[config.mk]
export PLATFORM = sky130hd
export DESIGN_NAME = sti_dac_multi
export DESIGN_NICKNAME = d
export VERILOG_FILES = /design/src/rtl/sti_dac_multi.sv
export SDC_FILE = /design/constraint.sdc
export NUM_CORES = 1
export LEC_CHECK = 0
export ABC_AREA = 1
export CORE_ASPECT_RATIO = 1.75
export CORE_UTILIZATION = 30
export CTS_BUF_LIST = sky130_fd_sc_hd__clkbuf_4 sky130_fd_sc_hd__clkbuf_8
export DETAILED_ROUTE_END_ITERATION = 10
export SYNTH_ARGS = -nofsm -noshare
export SYNTH_HDL_FRONTEND = slang
export SYNTH_SLANG_ARGS = --single-unit
[constraint.sdc]
create_clock -name clk -period 3.6 [get_ports clk]
set_input_delay 0.72 -clock clk [delete_from_list [all_inputs] [get_ports clk]]
set_output_delay 0.72 -clock clk [all_outputs]
set_load 0.02 [all_outputs]
[src/rtl/sti_dac_multi.sv]
// -----------------------------------------------------------------------------
// sti_dac_multi
//
// Serial-transmit / data-arrange engine for the display-memory path.
// Each accepted frame (1/2, 1, 3/2 or 2 data-widths) is shifted out one bit
// per cycle. The serial stream is packed MSB-first into bytes, and each byte
// is written to one of BANKS odd/even bank pairs using a checkerboard
// interleave. On pi_end the remaining bytes are zero-filled, and then
// oem_finish is raised.
//
// Ports
//   clk, reset           clock and asynchronous active-high reset
//   load                 frame request, accepted only in IDLE
//   pi_data              parallel data word
//   pi_length            00 = DW/2, 01 = DW, 10 = 3DW/2, 11 = 2DW bits
//   pi_fill              long frames: 0 = data low and zeros high, 1 = reverse
//   pi_msb               1 = MSB-first, 0 = LSB-first
//   pi_low               half frames: 1 = upper half of pi_data
//   pi_end               end of input, sampled in IDLE when load = 0
//   busy                 high in SHIFT or FILL
//   so_data, so_valid    serial bit and its qualifier
//   oem_dataout          byte being written
//   oem_addr             word address within the selected bank
//   odd_wr, even_wr      one-hot, single-cycle bank write strobes
//   oem_finish           sticky done flag
// -----------------------------------------------------------------------------
module sti_dac_multi #(
  parameter int DW        = 16,
  parameter int BANKS     = 4,
  parameter int WORDS     = 32,
  parameter int ROW_BYTES = 8,
  localparam int AW       = $clog2(WORDS)
) (
  input  logic             clk,
  input  logic             reset,
  input  logic             load,
  input  logic [DW-1:0]    pi_data,
  input  logic [1:0]       pi_length,
  input  logic             pi_fill,
  input  logic             pi_msb,
  input  logic             pi_low,
  input  logic             pi_end,
  output logic             busy,
  output logic             so_data,
  output logic             so_valid,
  output logic [7:0]       oem_dataout,
  output logic [AW-1:0]    oem_addr,
  output logic [BANKS-1:0] odd_wr,
  output logic [BANKS-1:0] even_wr,
  output logic             oem_finish
);

  localparam int TOTAL = BANKS * 2 * WORDS;       // bytes across all banks
  localparam int BW    = $clog2(TOTAL) + 1;       // byte index, can reach TOTAL
  localparam int CW    = $clog2(2 * DW) + 1;      // frame bit counter
  localparam int RB    = $clog2(ROW_BYTES);       // byte-index bit holding the row parity

  typedef enum logic [1:0] {S_IDLE, S_SHIFT, S_FILL, S_DONE} state_t;

  state_t              r_state, w_next;
  logic [2*DW-1:0]     r_sreg;
  logic [CW-1:0]       r_cnt;
  logic [2:0]          r_bitcnt;
  logic [6:0]          r_acc;
  logic [BW-1:0]       r_b;
  logic                r_finish;
  logic [7:0]          r_dataout;
  logic [AW-1:0]       r_addr;
  logic [BANKS-1:0]    r_odd, r_even;

  logic [2*DW-1:0]     w_frame, w_frame_rev, w_sreg_init;
  logic [CW-1:0]       w_len;
  logic                w_load, w_wr_en, w_so_bit, w_row;
  logic [7:0]          w_wr_byte;
  logic [BW-1:0]       w_bank;
  logic [BANKS-1:0]    w_bank_oh;

  // The outgoing bit is always the top of the shift register. LSB-first
  // frames are bit-reversed at load time, so shifting is always to the left.
  assign w_so_bit  = r_sreg[2*DW-1];
  assign w_row     = r_b[RB];
  assign w_bank    = r_b >> (AW + 1);
  assign w_bank_oh = BANKS'(1) << w_bank;

  // Build the frame in the low N bits, then align it for transmission.
  always_comb begin
    // NOTE: every combinational output gets a default first so that no path
    // leaves a variable unassigned, which would infer a latch.
    w_frame     = '0;
    w_frame_rev = '0;
    w_len       = '0;
    case (pi_length)
      2'b00: begin
        w_frame[DW/2-1:0] = pi_low ? pi_data[DW-1:DW/2] : pi_data[DW/2-1:0];
        w_len = CW'(DW / 2);
      end
      2'b01: begin
        w_frame[DW-1:0] = pi_data;
        w_len = CW'(DW);
      end
      2'b10: begin
        if (pi_fill) w_frame[DW+DW/2-1:DW/2] = pi_data;
        else         w_frame[DW-1:0]         = pi_data;
        w_len = CW'(DW + DW / 2);
      end
      default: begin
        if (pi_fill) w_frame[2*DW-1:DW] = pi_data;
        else         w_frame[DW-1:0]    = pi_data;
        w_len = CW'(2 * DW);
      end
    endcase
    for (int i = 0; i < 2 * DW; i++) w_frame_rev[i] = w_frame[2*DW-1-i];
    // MSB-first moves F[N-1] to the top. A full reversal puts F[0] on top.
    w_sreg_init = pi_msb ? (w_frame << (CW'(2 * DW) - w_len)) : w_frame_rev;
  end

  // Next-state logic and byte-write requests.
  always_comb begin
    w_next    = r_state;
    w_load    = 1'b0;
    w_wr_en   = 1'b0;
    w_wr_byte = '0;
    case (r_state)
      S_IDLE: begin
        if (load) begin
          w_load = 1'b1;
          w_next = S_SHIFT;
        end else if (pi_end) begin
          if (r_b == BW'(TOTAL)) begin
            w_next = S_DONE;
          end else begin
            // The first zero byte is written at the same edge that starts the fill.
            w_wr_en = 1'b1;
            w_next  = (r_b == BW'(TOTAL - 1)) ? S_DONE : S_FILL;
          end
        end
      end
      S_SHIFT: begin
        if (r_cnt == CW'(1)) w_next = S_IDLE;
        if (r_bitcnt == 3'd7 && r_b != BW'(TOTAL)) begin
          w_wr_en   = 1'b1;
          w_wr_byte = {r_acc, w_so_bit};
        end
      end
      S_FILL: begin
        w_wr_en = (r_b != BW'(TOTAL));
        if (r_b >= BW'(TOTAL - 1)) w_next = S_DONE;
      end
      default: ;
    endcase
  end

  always_ff @(posedge clk or posedge reset) begin
    if (reset) r_state <= S_IDLE;
    else       r_state <= w_next;
  end

  always_ff @(posedge clk or posedge reset) begin
    if (reset) begin
      r_sreg    <= '0;
      r_cnt     <= '0;
      r_bitcnt  <= '0;
      r_acc     <= '0;
      r_b       <= '0;
      r_finish  <= 1'b0;
      r_dataout <= '0;
      r_addr    <= '0;
      r_odd     <= '0;
      r_even    <= '0;
    end else begin
      // NOTE: sequential state uses non-blocking assignments, so every
      // right-hand side below reads the value from before this edge.
      r_odd  <= '0;
      r_even <= '0;
      if (w_load) begin
        r_sreg   <= w_sreg_init;
        r_cnt    <= w_len;
        r_bitcnt <= '0;
      end else if (r_state == S_SHIFT) begin
        r_sreg   <= r_sreg << 1;
        r_cnt    <= r_cnt - CW'(1);
        r_bitcnt <= r_bitcnt + 3'd1;
        r_acc    <= {r_acc[5:0], w_so_bit};
      end
      if (w_wr_en) begin
        r_dataout <= w_wr_byte;
        r_addr    <= r_b[AW:1];
        // Checkerboard: the odd/even choice flips on every byte and again on every row.
        if (r_b[0] ^ w_row) r_even <= w_bank_oh;
        else                r_odd  <= w_bank_oh;
        r_b <= r_b + BW'(1);
      end
      if (r_state == S_DONE) r_finish <= 1'b1;
    end
  end

  assign busy        = (r_state == S_SHIFT) || (r_state == S_FILL);
  assign so_valid    = (r_state == S_SHIFT);
  assign so_data     = (r_state == S_SHIFT) && w_so_bit;
  assign oem_dataout = r_dataout;
  assign oem_addr    = r_addr;
  assign odd_wr      = r_odd;
  assign even_wr     = r_even;
  assign oem_finish  = r_finish;

endmodule

# Yosys cells after proc, flatten, opt, wreduce, memory -nomap -nowiden
# Cells that the tools add are included.
[op_classes]
addsub = 4
multipliers = 0
shifts = 2
div_mod_pow = 0
n_bitwise = 2
reduce_logical = 11
mux = 38
n_eq_ne = 13
n_lt_le_gt_ge = 1
[op_table]
columns = ["cell", "count"]
rows = [
  ["32-bit two-way mux", 3],
  ["8-bit two-way mux", 7],
  ["8-bit case mux with 3 select lines", 2],
  ["16-bit two-way mux", 2],
  ["32-bit by 6-bit left shift with 32-bit output", 1],
  ["6-bit case mux with 3 select lines", 1],
  ["4-bit two-way mux", 4],
  ["8-bit case mux with 2 select lines", 1],
  ["6-bit two-way mux", 2],
  ["9-bit by 1-bit adder with 9-bit output, second input constant", 1],
  ["9-bit by 8-bit equality test with 1-bit output, second input constant", 1],
  ["9-bit equality test, second input constant", 1],
  ["9-bit by 8-bit >= comparator with 1-bit output, second input constant", 1],
  ["9-bit != test, second input constant", 1],
  ["1-bit two-way mux", 8],
  ["2-bit two-way mux", 4],
  ["2-bit equality test, second input constant", 3],
  ["6-bit by 1-bit equality test with 1-bit output, second input constant", 1],
  ["3-bit two-way mux", 2],
  ["2-bit case mux with 3 select lines", 1],
  ["6-bit by 1-bit subtractor with 6-bit output, second input constant", 1],
  ["6-bit subtractor, first input constant", 1],
  ["2-bit by 1-bit equality test with 1-bit output, second input constant", 2],
  ["2-bit logical NOT", 2],
  ["17 further kinds", 18],
]
[word_totals]
mem_bits_ro = 0
latchBits = 0
register_bits = 81
elab_cells = 82
output_inout_bits = 25
n_memories = 0
ram_bits = 0
inputBits = 25

# Logic depth before layout (Yosys ltp)
# Gate-level depths: netlist of the first run.
[depth]
ltp_word = 6
ltp_mapped = 14
mapped_depth_nobuf = 13

# Worst setup path before layout of the first run
# OpenSTA, ideal clock, no wires.
[synth_path]
path_kind = "register to output"
from = "register r_state[1]"
to = "output port so_data"
t_arrival_ns = 1.330
path_buffers = 1
slack_ns = 1.550
stages_incl_launch_ff = 6
t_required_ns = 2.880
cell_sequence = "dfrtp_1 -> inv_1 -> ha_1 -> clkbuf_1 -> nand2_1 -> inv_1"
[synth_via]
elab_chain_len = 2
[synth_lines]
columns = ["item", "line_no", "rtl"]
rows = [
  ["start: declaration", "60", "state_t r_state, w_next;"],
  ["start signal: assignment", "155", "else r_state <= w_next;"],
  ["2-bit by 1-bit equality test with 1-bit output", "n/a", ""],
  ["net so_valid", "45", "output logic so_valid,"],
  ["1-bit logical AND", "199", "assign so_data = (r_state == S_SHIFT) && w_so_bit;"],
  ["end: declaration", "44", "output logic so_data,"],
]
# The timed path passes the listed nets, and every way through them passes these cells.

# Worst setup path after layout of the first run
[layout_path]
from = "input port pi_length[1]"
to = "register r_sreg[16]"
[layout_via]
elab_chain_len = 6
elab_cells_between_ends = 14
classes_between = "1 x add/sub; 2 x eq/ne; 1 x shift; 7 x mux; 3 x reduce/logical"
[layout_lines]
columns = ["item", "line_no", "rtl"]
rows = [
  ["start: declaration", "38", "input logic [1:0] pi_length,"],
  ["2-bit equality test, or another cell as far along", "92", "case (pi_length)"],
  ["6-bit case mux with 3 select lines, or another cell as far along", "92", ""],
  ["6-bit subtractor, or another cell as far along", "114", "w_sreg_init = pi_msb ? (w_frame << (CW'(2 * DW) - w_len)) : w_frame_rev;"],
  ["32-bit by 6-bit left shift with 32-bit output", "114", ""],
  ["32-bit two-way mux (*)", "114", ""],
  ["32-bit two-way mux (*)", "175", "if (w_load) begin"],
  ["end signal: assignment", "176", "r_sreg <= w_sreg_init;"],
  ["end signal: assignment", "180", "r_sreg <= r_sreg << 1;"],
  ["end: declaration", "61", "logic [2*DW-1:0] r_sreg;"],
]
# Every way passes the cells marked *; elsewhere a longest branch is shown, timed or not.
# A chain may end at the register's enable or synchronous reset.

==> results.md, run 1 <==
- Outcome: finished, final reports clean
- DRT iter0 DRCs: 341
- Clk root buf: clkbuf_8
- Via density: 4.943
- Crit path kind: in2reg
- Global-route usage over all layers: 17.13%
- Startpoint Class: input pin
- DR WL/cell: 14.31 um
- CTS Hold Buffers Added: 0
- Final HPWL DP: 11,840 um
- Vias in the first global route: 5,152
- RD Place Congestion: 0.8797
- CTS tree: built
- RSZ-0062 raised after global routing: no
- DRT Pass-1 Iters: 5
- Design area: 6345 um^2
- ANT cells: 0
- Netlist Area Pre-Place: 5453 um^2
- Most frequent cells in the layout: nand2_1, nand3_1, dfrtp_1, inv_1, nor2_1
- DRC errors left: 0
- Core Box Area: 17,620 um^2
- Global-route wire length before repair: 25,900 um
- Global route overflow: 0
- Die Span X: 103.9 um
- Final Cycle Share: 79.86%
- Pwr Density: 295.3 nW/um^2
- Critical path data required time: 3.90 ns
- Placed cell areas: 6150 um^2
- Netlist cell types: 36
- Commonest non-fill, non-tap cell in the layout: nand2_1
- Total of max-cap violations: 0
- Measured slew at the worst slew-check pin: 0.6352 ns
- Slew Limit Fails: 0
- DIE AREA: 18,740 um^2
- Syn nets: 845
- Total negative slack: 0 ns
- Max_slew headroom: 57.60%
- TritonCTS Buffers: 9
- Peak supply drop: 0.0001949 V
- Post-CTS setup buffers: 0
- Clock Latency Late Sink: 0.36 ns
- Setup violators final: 0
- Remaining antenna violation count: 0
- Sequential share of the synthesized area: 37.17%
- YS warnings: 0
- Maximum fanout along the worst path: 26
- Clock Skew: 0.01074 ns
- P&R area growth vs syn: 16.36%
- Rows: 64
- Largest net degree at the start of global routing: 46
- Initial antenna violation count: 0
- Final Critical Period: 2.875 ns
- Worst Setup End Kind: register
- Cells after synthesis: 803
- CTS clk-pin slew, worst paths: 0.09 ns
- Flop and latch count out of synthesis: 81
- Share of cells above drive strength 1: 6.406%
- Initial Util: 30.95%
- PortBufs: 49
- F_max: 347.8 MHz
- Mean Syn Cell Area: 6.790 um^2
- Final layout net count: 880
- Drt total wl: 15,360 um
- # resized after CTS: 0
- Clk sink count: 81
- Final Hold Viols: 0
- I/O pin count: 50
- LEAKAGE: 3.087 nW
- WP data arrival: 3.17 ns
- CTS H-tree lvls: 3
- Detailed-route via count: 5,309
- Clock Tree Buf Depth: 2
- Die height: 180.3 um
- Worst Hold Class: reg2reg
[cells in the mapped netlist]
cell type    n  area, um^2
nand2_1    277        1040
nand3_1     82       410.4
dfrtp_1     81        2027
inv_1       73       274.0
nor2_1      64       240.2
o21ai_0     49       245.2
nand4_1     23       143.9
buf_2       19       95.09
ha_1        17       212.7
a21oi_1     15       75.07
nor3_1      14       70.07
o22ai_1     13       81.33
clkbuf_1    10       37.54
buf_4        6       45.04
inv_2        6       22.52
o211ai_1     6       45.04
xor2_1       6       52.55
o2111ai_1    5       43.79
o21ai_1      5       25.02
nand2_2      4       25.02
or2_2        4       25.02
a31oi_1      3       18.77
o221ai_1     3       26.28
a22o_1       2       17.52
buf_1        2       7.510
inv_4        2       12.51
nor2_8       2       40.04
xnor2_1      2       17.52
buf_6        1       11.26
nand2_4      1       11.26
nand3_2      1       10.01
nand3b_1     1       7.510
nor2_2       1       6.260
nor2_4       1       11.26
nor4_1       1       6.260
o22ai_2      1       12.51
[worst max-delay path, cell delays in order]
cell and delay [ns]:
clkdlybuf4s50_1 0.52, ha_1 0.46, inv_4 0.21, buf_4 0.26
nand2_1 0.24, nand3_1 0.16, o211ai_1 0.18, nand2_1 0.08
nand2_1 0.07, nand2_1 0.05, nand3_1 0.09, nand2_1 0.05
nand2_1 0.06
[stage by stage]
stage	hold WS, ns	setup slack (ns)	util, %	power, mW	std cells
2_1_floorplan	0.4437	0.7999	-	1.127	803
3_3_place_gp	0.4525	0.4111	34.91	1.223	1058
3_5_place_dp	0.4608	0.3943	34.91	1.222	1058
4_1_cts	0.4832	0.7391	36.02	1.899	1074
5_1_grt	0.4997	0.5173	36.02	1.974	1074
6_report	0.4771	0.7252	36.02	1.874	1074
[path summary, 6_finish.rpt]
check,from,endpoint,slack (ns),depth (start not counted)
worst min register to register,oem_finish,oem_finish,0.48,1
max in group asynchronous,reset,r_sreg[12],2.18,3
worst max-delay path,pi_length[1],r_sreg[16],0.73,13
min in group asynchronous,reset,oem_dataout[4],0.75,2
worst min-delay path,oem_finish,oem_finish,0.48,1
worst max register to register,r_state[0],r_sreg[6],1.21,9
[per-layer routing]
layer,part of all wire (%),GRT usage (%)
met5,0,0
met4,2.4,8.000
met1,39,18.08
met2,56,33.33
met3,3.1,1.772
[flip-flops by register name (all words and copies together), names as in the netlist]
name and count:
r_b 9, r_state 2, r_sreg 32, oem_dataout 8
odd_wr 4, r_acc 7, r_cnt 6, oem_addr 5
even_wr 4, r_bitcnt 3, oem_finish 1
[power by group]
| part | leakage, nW | switching, mW | internal, mW |
|---|---|---|---|
| Clock | 0.103 | 0.347 | 0.320 |
| Sequential | 0.954 | 0 | 0.909 |
| Combinational | 2.03 | 0.205 | 0.0928 |
| Total | 3.09 | 0.552 | 1.32 |
[cell families (layout without fill, tap and decap cells)]
family                   Yosys count  in the layout  share of synthesized area [%]
flip-flops                        81             81                          37.17
XOR/XNOR                           8              8                          1.285
adder cells (fa/ha/maj)           17             17                          3.901
AND/OR/NAND/NOR                  476            476                          37.54
buffers and inverters            119            159                          9.270
AO/OA/AOI/OAI                    102            102                          10.83
[layout make-up]
| class | instances | area [um^2] |
|---|---|---|
| fill | 1930 | 11270 |
| multi-input combinational | 603 | 2923 |
| sequential | 81 | 2027 |
| timing repair buffer | 62 | 600.6 |
| inverter | 81 | 310.3 |
| tap | 231 | 289.0 |
| clock buffer | 9 | 123.9 |
| clock inverter | 7 | 71.32 |
No activity file was read; power rests on OpenSTA's default activity.
==> run 2, diff against run 1 <==
==> constraint.sdc (replaced) <==
create_clock -name clk -period 2.7 [get_ports clk]
set_input_delay 0.54 -clock clk [delete_from_list [all_inputs] [get_ports clk]]
set_output_delay 0.54 -clock clk [all_outputs]
set_load 0.02 [all_outputs]
==> run 2 against run 1 <==
Against the previous run:
- first-iteration DRC count decreased by 13%
- non-clock buffer count up 16
- setup slack worse by 0.48 ns
- final area is 2.2% higher
- die area is the same
- clock power up 25%
- combinational power rose by 41%
- routed wire length hardly changed
- final cell count up 1.4%
- sequential share of layout area shrank 0.68 points
- via count rose by 0.19%
- power rose by 32%
==> results.md, run 2 (synthesis gave the netlist of run 1 again) <==
- Outcome: finished, final reports clean
- DRC errors left: 0 (unchanged)
- Share of cells above drive strength 1: 8.159% (+1.8 points)
- Worst r2r path cells: 9 (unchanged)
- CP startpoint: r_state[1]
- Slew Limit Fails: 0 (unchanged)
- Largest net degree at the start of global routing: 35 (-24%)
- Crit-path most repeated cell: inv_1
- Util after Layout: 36.80% (+0.78 points)
- Rows: 64 (unchanged)
- Core Box Area: 17,620 um^2 (unchanged)
- TritonCTS Buffers: 9 (unchanged)
- Combinational Power Share: 17.1% (+1.2 points)
- F_max: 407.5 MHz
- Final setup margin: 0.2458 ns (-0.4794 ns)
- Maximum fanout along the worst path: 5 (-81%)
- Reg-to-reg slack, setup: 0.41 ns (-0.80 ns)
- WP data arrival: 1.91 ns (-1.26 ns)
- Final Hold Viols: 0 (unchanged)
- Critical R2R Capture: r_cnt[4]
- Commonest non-fill, non-tap cell in the layout: nand2_1
- RD Place Congestion: 0.8980 (+2.1%)
- Fillers: 1,941 (+0.57%)
- CTS H-tree lvls: 3 (unchanged)
- Max reg flops: 32 (unchanged)
- I/O pin count: 50 (unchanged)
- CP peak stage delay: 0.59 ns (+0.07 ns)
- DIE AREA: 18,740 um^2 (unchanged)
- Clock Skew: 0.007788 ns (-0.002956 ns)
- Total negative slack: 0 ns (unchanged)
- CTS tree: built
- Drt total wl: 15,350 um (about the same)
- Final HPWL DP: 12,000 um (+1.3%)
- Most frequent cells in the layout: nand2_1, nand3_1, dfrtp_1, inv_1, nor2_1
- Final layout net count: 896 (+1.8%)
- DR WL/cell: 14.09 um (-1.5%)
- Vias in the first global route: 5,145 (-0.14%)
- Register with the most flip-flops: r_sreg
- LEAKAGE: 3.163 nW (+2.5%)
- Worst path slowest cell: clkdlybuf4s50_1
- Detailed-route via count: 5,319 (+0.19%)
- CTS clk-pin slew, worst paths: 0.08 ns (about the same)
- P&R area growth vs syn: 18.88%
- Critical path endpoint: so_data
- RSZ-0062 raised after global routing: no
- Clock Tree Buf Depth: 2 (unchanged)
- Critical path data required time: 2.16 ns (-1.74 ns)
- Measured slew at the worst slew-check pin: 0.5878 ns (-0.04735 ns)
- P_sw: 697.2 uW (+26%)
- Setup violators final: 0 (unchanged)
- DRT iter0 DRCs: 296 (-13%)
- PortBufs: 49 (unchanged)
- Initial antenna violation count: 0 (unchanged)
- Clk sink count: 81 (unchanged)
- Max_slew headroom: 60.77% (+3.2 points)
- CP cell instances: inv_1, ha_2, nand2_1, inv_1, clkdlybuf4s50_1
- Final Critical Period: 2.454 ns
- Die Span X: 103.9 um (unchanged)
- Switch share: 28.27% (-1.2 points)
- Crit path kind: reg2out
- Final Cycle Share: 90.90%
- Global-route usage over all layers: 16.84% (-0.29 points)
- Startpoint Class: register
- Worst Setup End Kind: output port
- Initial Util: 30.95% (unchanged)
- Clock power frac: 33.8% (-1.8 points)
- Global route overflow: 0 (unchanged)
- Die height: 180.3 um (unchanged)
- Int Pwr: 1.769 mW (+34%)
- Pre-CTS setup slack: 0.05370 ns (-0.3406 ns)
- DRT Pass-1 Iters: 5 (unchanged)
- ANT cells: 0 (unchanged)
- Total of max-cap violations: 0 (unchanged)
- Pwr Density: 380.4 nW/um^2 (+29%)
- RR Startpoint: r_state[1]
- Seq pwr share: 49.1% (+0.6 points)
- Remaining antenna violation count: 0 (unchanged)
- Global-route wire length before repair: 25,590 um (-1.2%)
- Clk root buf: clkbuf_8
- Clock Latency Late Sink: 0.34 ns (-0.02 ns)
- Worst Hold Class: reg2reg
- Via density: 4.884 (-1.2%)
- Peak supply drop: 0.0001895 V (-2.8%)
## run 2: cell types whose count changed in the layout (fill, tap and decap cells not counted), sizes merged
cell	previous run	this run
buf	13	29
clkinv	7	2
clkbuf	9	13
bufinv	1	0
clkinvlp	0	1
## run 2: routing by layer
metal | global-route usage, % | share of wire [%] | vias up
li1 | - | - | 2703
met1 | 17.68 | 40 | 2480
met3 | 1.917 | 2.1 | 22
met4 | 7.143 | 2.0 | 0
met2 | 33.09 | 56 | 114
met5 | 0 | 0 | -
## run 2: stage by stage
step                area (um^2)  power [mW]  hold WS, ns  instances
floorplan                  5453       1.503       0.4437        803
global placement           6295       1.657       0.4544       1074
detailed placement         6295       1.654       0.4639       1074
CTS                        6480       2.495       0.4821       1089
global route               6482       2.591       0.4909       1089
finish                     6482       2.466       0.4801       1089
## run 2: worst min-delay path by stage
stage | depth (start not counted) | end | startpoint
CTS | 1 | oem_finish | oem_finish
floorplan | 2 | r_sreg[29] | r_sreg[29]
global placement | 1 | oem_finish | oem_finish
detailed placement | 1 | oem_finish | oem_finish
global route | 1 | oem_finish | oem_finish
finish | 2 | r_acc[1] | r_acc[0]
## run 2: timing repair
item,in CTS,in global routing
resized for setup,0,1
hold buffers,0,0
setup buffers,0,0
setup endpoints to repair,0,1
## run 2: area by class of cell
cell class | instances | area [um^2] | area share (%)
timing repair buffer | 78 | 745.7 | 11.50
tap | 231 | 289.0 | 4.459
inverter | 81 | 310.3 | 4.787
clock inverter | 2 | 12.51 | 0.1930
multi-input combinational | 603 | 2925 | 45.13
clock buffer | 13 | 172.7 | 2.664
sequential | 81 | 2027 | 31.27
## run 2: worst max-delay path, delay by kind of cell, from the launching register on
| kind | cells | cell delay, ns |
|---|---|---|
| and+or+nand+nor | 1 | 0.12 |
| buffers and inverters | 3 | 0.77 |
| DFF | 1 | 0.42 |
| adders and majority gates | 1 | 0.26 |
## run 2: power groups by stage
stage / clock network (mW) / registers, mW / logic (mW)
floorplan: 0 / 1.24 / 0.267
global placement: 0 / 1.24 / 0.421
detailed placement: 0 / 1.24 / 0.418
CTS: 0.863 / 1.21 / 0.420
global route: 0.913 / 1.21 / 0.466
finish: 0.833 / 1.21 / 0.421
